==> config.mk <==
export PLATFORM = sky130hd
export DESIGN_NAME = scan_target_router
export DESIGN_NICKNAME = d
export VERILOG_FILES = /design/src/rtl/scan_target_router.sv
export SDC_FILE = /design/constraint.sdc
export NUM_CORES = 1
export LEC_CHECK = 0
export CORE_UTILIZATION = 35
export CTS_BUF_LIST = sky130_fd_sc_hd__clkbuf_8
export DETAILED_ROUTE_END_ITERATION = 12
export PLACE_DENSITY = 0.77
export SLEW_MARGIN = 20
export SYNTH_ARGS = -nofsm -noshare
export SYNTH_HDL_FRONTEND = slang
export SYNTH_SLANG_ARGS = --single-unit
==> constraint.sdc <==
create_clock -name clk -period 1.4 [get_ports clk]
set_input_delay 0.42 -clock clk [delete_from_list [all_inputs] [get_ports clk]]
set_output_delay 0.42 -clock clk [all_outputs]
set_load 0.01 [all_outputs]
==> src/rtl/scan_target_router.sv <==
// Registered router from the scan controller to N_TGT scan-addressable targets,
// with unmapped/conflict error reporting. Define SCAN_ROUTER_TIMEOUT_EN to build the ready timeout.
module scan_target_router #(
  parameter int N_TGT   = 2,
  parameter int ADDR_W  = 16,
  parameter int DATA_W  = 32,
  parameter int SEL_W   = 1,
  parameter int TIMEOUT = 64
) (
  input  logic                    clk,
  input  logic                    rst_n,
  input  logic                    scan_ren,
  input  logic                    scan_wen,
  input  logic [ADDR_W-1:0]       scan_addr,
  input  logic [DATA_W-1:0]       scan_wdata,
  output logic [DATA_W-1:0]       scan_rdata,
  output logic                    scan_ready,
  output logic                    scan_err,
  output logic [N_TGT-1:0]        tgt_ren,
  output logic [N_TGT-1:0]        tgt_wen,
  output logic [ADDR_W-1:0]       tgt_addr,
  output logic [DATA_W-1:0]       tgt_wdata,
  input  logic [N_TGT*DATA_W-1:0] tgt_rdata,
  input  logic [N_TGT-1:0]        tgt_ready
);

  if (N_TGT < 2 || N_TGT > 16 || TIMEOUT < 2 || SEL_W >= ADDR_W || (2 ** SEL_W) < N_TGT)
  begin : g_param_check
    $error("scan_target_router: illegal parameter combination");
  end

  typedef enum logic [1:0] {IDLE, REQ, WAIT, RESP} state_t;

  localparam logic [31:0]       N_TGT_U   = 32'(N_TGT);
  localparam logic [ADDR_W-1:0] ADDR_MASK = {{SEL_W{1'b0}}, {(ADDR_W-SEL_W){1'b1}}};

  state_t             state, state_nx;
  logic [SEL_W-1:0]   sel, sel_nx, req_idx;
  logic               is_wr, is_wr_nx, req_mapped;
  logic [N_TGT-1:0]   ren_nx, wen_nx, req_onehot;
  logic [ADDR_W-1:0]  addr_nx;
  logic [DATA_W-1:0]  wdata_nx, rdata_nx, sel_rdata;
  logic               ready_nx, err_nx, sel_ready;

`ifdef SCAN_ROUTER_TIMEOUT_EN
  localparam int CNT_W = $clog2(TIMEOUT);
  logic [CNT_W-1:0] cnt, cnt_nx;
`endif

  assign req_idx    = scan_addr[ADDR_W-1 -: SEL_W];
  assign req_mapped = 32'(req_idx) < N_TGT_U;

  always_ff @(posedge clk or negedge rst_n) begin
    if (!rst_n) begin
      state      <= IDLE;
      sel        <= '0;
      is_wr      <= 1'b0;
      tgt_ren    <= '0;
      tgt_wen    <= '0;
      tgt_addr   <= '0;
      tgt_wdata  <= '0;
      scan_rdata <= '0;
      scan_ready <= 1'b0;
      scan_err   <= 1'b0;
`ifdef SCAN_ROUTER_TIMEOUT_EN
      cnt        <= '0;
`endif
    end else begin
      state      <= state_nx;
      sel        <= sel_nx;
      is_wr      <= is_wr_nx;
      tgt_ren    <= ren_nx;
      tgt_wen    <= wen_nx;
      tgt_addr   <= addr_nx;
      tgt_wdata  <= wdata_nx;
      scan_rdata <= rdata_nx;
      scan_ready <= ready_nx;
      scan_err   <= err_nx;
`ifdef SCAN_ROUTER_TIMEOUT_EN
      cnt        <= cnt_nx;
`endif
    end
  end

  always_comb begin
    state_nx   = state;
    sel_nx     = sel;
    is_wr_nx   = is_wr;
    ren_nx     = '0;
    wen_nx     = '0;
    addr_nx    = tgt_addr;
    wdata_nx   = tgt_wdata;
    rdata_nx   = '0;
    ready_nx   = 1'b0;
    err_nx     = 1'b0;
    req_onehot = '0;
    sel_ready  = 1'b0;
    sel_rdata  = '0;
`ifdef SCAN_ROUTER_TIMEOUT_EN
    cnt_nx     = cnt;
`endif

    // Ready/data of non-selected targets never reach the response path.
    for (int unsigned i = 0; i < N_TGT_U; i++) begin
      req_onehot[i] = (32'(req_idx) == i);
      if (32'(sel) == i) begin
        sel_ready = tgt_ready[i];
        sel_rdata = tgt_rdata[i*DATA_W +: DATA_W];
      end
    end

    case (state)
      IDLE: begin
        if (scan_ren || scan_wen) begin
          if ((scan_ren && scan_wen) || !req_mapped) begin
            ready_nx = 1'b1;
            err_nx   = 1'b1;
            state_nx = RESP;
          end else begin
            sel_nx   = req_idx;
            is_wr_nx = scan_wen;
            addr_nx  = scan_addr & ADDR_MASK;
            wdata_nx = scan_wdata;
            ren_nx   = scan_ren ? req_onehot : '0;
            wen_nx   = scan_wen ? req_onehot : '0;
`ifdef SCAN_ROUTER_TIMEOUT_EN
            cnt_nx   = '0;
`endif
            state_nx = REQ;
          end
        end
      end
      REQ, WAIT: begin
        state_nx = WAIT;
        if (sel_ready) begin
          ready_nx = 1'b1;
          rdata_nx = is_wr ? '0 : sel_rdata;
          state_nx = RESP;
        end
`ifdef SCAN_ROUTER_TIMEOUT_EN
        else if (state == WAIT && cnt == CNT_W'(TIMEOUT-1)) begin
          ready_nx = 1'b1;
          err_nx   = 1'b1;
          state_nx = RESP;
        end else begin
          cnt_nx = cnt + CNT_W'(1);
        end
`endif
      end
      RESP:    state_nx = IDLE;
      default: state_nx = IDLE;
    endcase
  end

endmodule

==> flow_summary_export.csv <==
group,metric,value,unit
critical_path,end_kind,"output port",
sta,clock_skew,0.0136,ns
synthesis,avgSynthCellArea,14.3,um^2
place,placed_cells,590,
floorplanning,coreArea,0.00977,mm^2
sta,finalSetupViolCount,0,
sta,hold_viol,0,
pwr,p_seq_frac,0.358,
layout,seq_area,0.00223,mm^2
floorplanning,rows,36,
synthesis,synth_top_cell_area_share,0.632,
drt,dr_total_vias,2759,
sta,maxSlewViolCount,0,
synthesis,yosys-top-cells-count,"dfrtp_1, mux2_2, nor2_1",
layout,antenna_cells,0,
clock_tree,h-tree-depth,3,
floorplanning,dieArea,0.0105,mm^2
pwr,clockPowerShare,0.176,
layout,multi_input_area,0.00127,mm^2
place,post-dp-hpwl,6700,um
global_route,grt_max_degree,40,
global_route,grt_first_pass_wirelength,13900,um
critical_path,path_class,"reg -> out",
critical_path,crit_chain,"clkdlybuf4s15_1",
critical_path,cp_max_fo,1,
clock_tree,cts_buffers,9,
synthesis,synth_top_cell_by_area,"dfrtp_1",
global_route,grt_util_met1,0.206,
drt,final_antenna_net_count,0,
place,gp_congestion,0.718,
synthesis,syn_nets,371,
drt,firstDrtPassIters,3,
clock_tree,clk_pin_slew,0.10,ns
sta,hold_ws,0.506,ns
floorplanning,start_util,0.361,
place,numPortBuffers,202,
synthesis,synth_edf_count,0,
floorplanning,die_h,102,um
synthesis,synth_warnings,0,
layout,fillCellCount,840,
drt,routedWlPerCell,14.5,um
synthesis,ys_seq_elements,89,
drt,drc,0,
flow_run,maxCapViolCount,0,
pwr,switching_power,3.76,mW
global_route,grt-busiest-layer,"met2",
clock_tree,clockBufferDepth,2,
place,placed_area,0.00591,mm^2
critical_path,path_buf_inv,1,
clock_tree,cts-root-buf,"clkbuf_8",
floorplanning,die_x,102,um
drt,drt-total-wl,8950,um
sta,post-route-period-util,0.973,
drt,drtIter0Drc,37,
run_status,status,"finished, final reports clean",
synthesis,synthArstFlopShare,1.00,
synthesis,synth_area_leaders,"dfrtp_1, mux2_2, mux2i_1, nor2_1, ha_1",
critical_path,max_stage_delay,0.37,ns
sta,fmax,734,MHz
global_route,grt_antenna_before_repair,0,
clock_tree,clock_latency,0.34,ns
clock_tree,clock_sinks,89,
global_route,grtUsageMet3,0.0499,
sta,fin_crit,1.36,ns
layout,final_nets,604,
critical_path,required,0.98,ns
global_route,grt_use_total,0.176,
layout,fin_area,0.00593,mm^2
pwr,peakVddDrop,0.000900,V
layout,drive_above_1_share,0.381,
place,pre_cts_ws,-0.582,ns
pwr,leakage,2.90,nW
pwr,swShare,0.328,
critical_path,critical_path_arrival,0.94,ns
worst_hold_path,min_path_type,"in -> async",
global_route,grt_pass1_vias,2826,
pwr,combPwrFrac,0.466,
clock_tree,tritoncts,"yes",
synthesis,syn_inst,247,
layout,instances_no_fill,618,
floorplanning,pin_count,204,
synthesis,synth.distinct_cells,18,
synthesis,ys_seq_area_frac,0.632,
synthesis,yosysMostFrequentCell,"dfrtp_1",
sta,fin_ws,0.0373,ns
critical_path,crit_path_start_kind,"flop",
drt,viasPerCell,4.46,
pwr,intPower,7.71,mW
synthesis,ys.flop_type,"dfrtp_1",
global_route,use_met2,0.309,
critical_path,cp_top_family,"flip-flops",
critical_path,cpMaxStageDelayCell,"dfrtp_1",
pwr,powerDensity,1930,mW/mm^2
global_route,grt_overflow,0,
layout,syn_to_final_growth,68.3,%
synthesis,syn_area,0.00352,mm^2
## registers in the layout (all words and copies together) (netlist names)
name and cells:
tgt_ren 2, state 2, scan_err 1, is_wr 1, tgt_wen 2, tgt_wdata 32
sel 1, scan_rdata 32, scan_ready 1, tgt_addr 15
## placed cells by master (no fill, tap or decap), types with 4 or more instances in the layout
master             n
clkdlybuf4s15_1    7
buf_6              4
nand2_1            4
a21oi_1            4
clkbuf_2          29
mux2_4            10
mux2i_1           33
ha_1               4
buf_12             5
clkdlybuf4s50_1  114
clkbuf_8          10
clkdlybuf4s15_2    4
nor2_1            37
buf_4             22
dfrtp_1           88
buf_2             45
inv_2              4
mux2_2            39
## area by class of cell
type                    instances  share of cell area
inverters                       4             0.00253
well taps                     133              0.0280
multi-input cells             141               0.214
flip-flops and latches         89               0.376
repair buffers                235               0.340
clock buffers                  10              0.0232
clock inverters                 6              0.0164
## power by group through the flow
| stage | clock network (mW) | logic, mW | registers [mW] |
|---|---|---|---|
| after global placement | 0 | 5.83 | 4.16 |
| final | 2.02 | 5.34 | 4.11 |
| after CTS | 2.09 | 5.67 | 4.12 |
| after floorplan | 0 | 2.36 | 4.65 |
| after global routing | 2.19 | 5.80 | 4.24 |
| after detailed placement | 0 | 5.95 | 4.19 |
## what timing repair did
action                                  in CTS  in global routing
cloned                                       2                  0
hold endpoints to repair                    17                  0
hold buffers                                 1                  0
pin swaps                                    3                  0
gates resized for setup                    264                 43
setup buffers                                8                  3
endpoints found under the setup margin     135                 58
## cell families (layout without fill, tap and decap cells)
kind of cell    after synthesis  after routing  synth area share
buf+inv                      17            255            0.0295
compound gates                5              5           0.00710
other cells                   1              1           0.00106
fa+ha+maj                     6              6            0.0213
flops                        89             89             0.632
simple gates                 47             47            0.0579
mux                          82             82             0.251
## metal layers
metal | wire length [um] | part of all wire
met5 | 0 | 0
met3 | 666 | 0.074
met4 | 126 | 0.014
met2 | 4660 | 0.52
met1 | 3500 | 0.39
## final timing paths
| check | from | end | slack, ns | depth (start not counted) |
|---|---|---|---|---|
| setup / recovery | scan_rdata[18] | scan_rdata[18] | 0.04 | 1 |
| hold / removal | rst_n | tgt_wen[0] | 0.51 | 2 |
| setup reg to reg | state[1] | tgt_wdata[3] | 0.05 | 5 |
| hold reg to reg | tgt_addr[8] | tgt_addr[8] | 0.51 | 1 |
| max in group asynchronous | rst_n | scan_rdata[23] | 0.39 | 3 |
| min in group clk | tgt_addr[8] | tgt_addr[8] | 0.51 | 1 |
## through the flow
step	power, mW	util	TNS (ns)
floorplan	7.01	-	0
global placement	9.99	0.605	-33.98
detailed placement	10.1	0.605	-35.59
CTS	11.9	0.632	-0.0512
global route	12.2	0.607	-0.00463
finish	11.5	0.607	0
(Power assumes the default switching activity.)
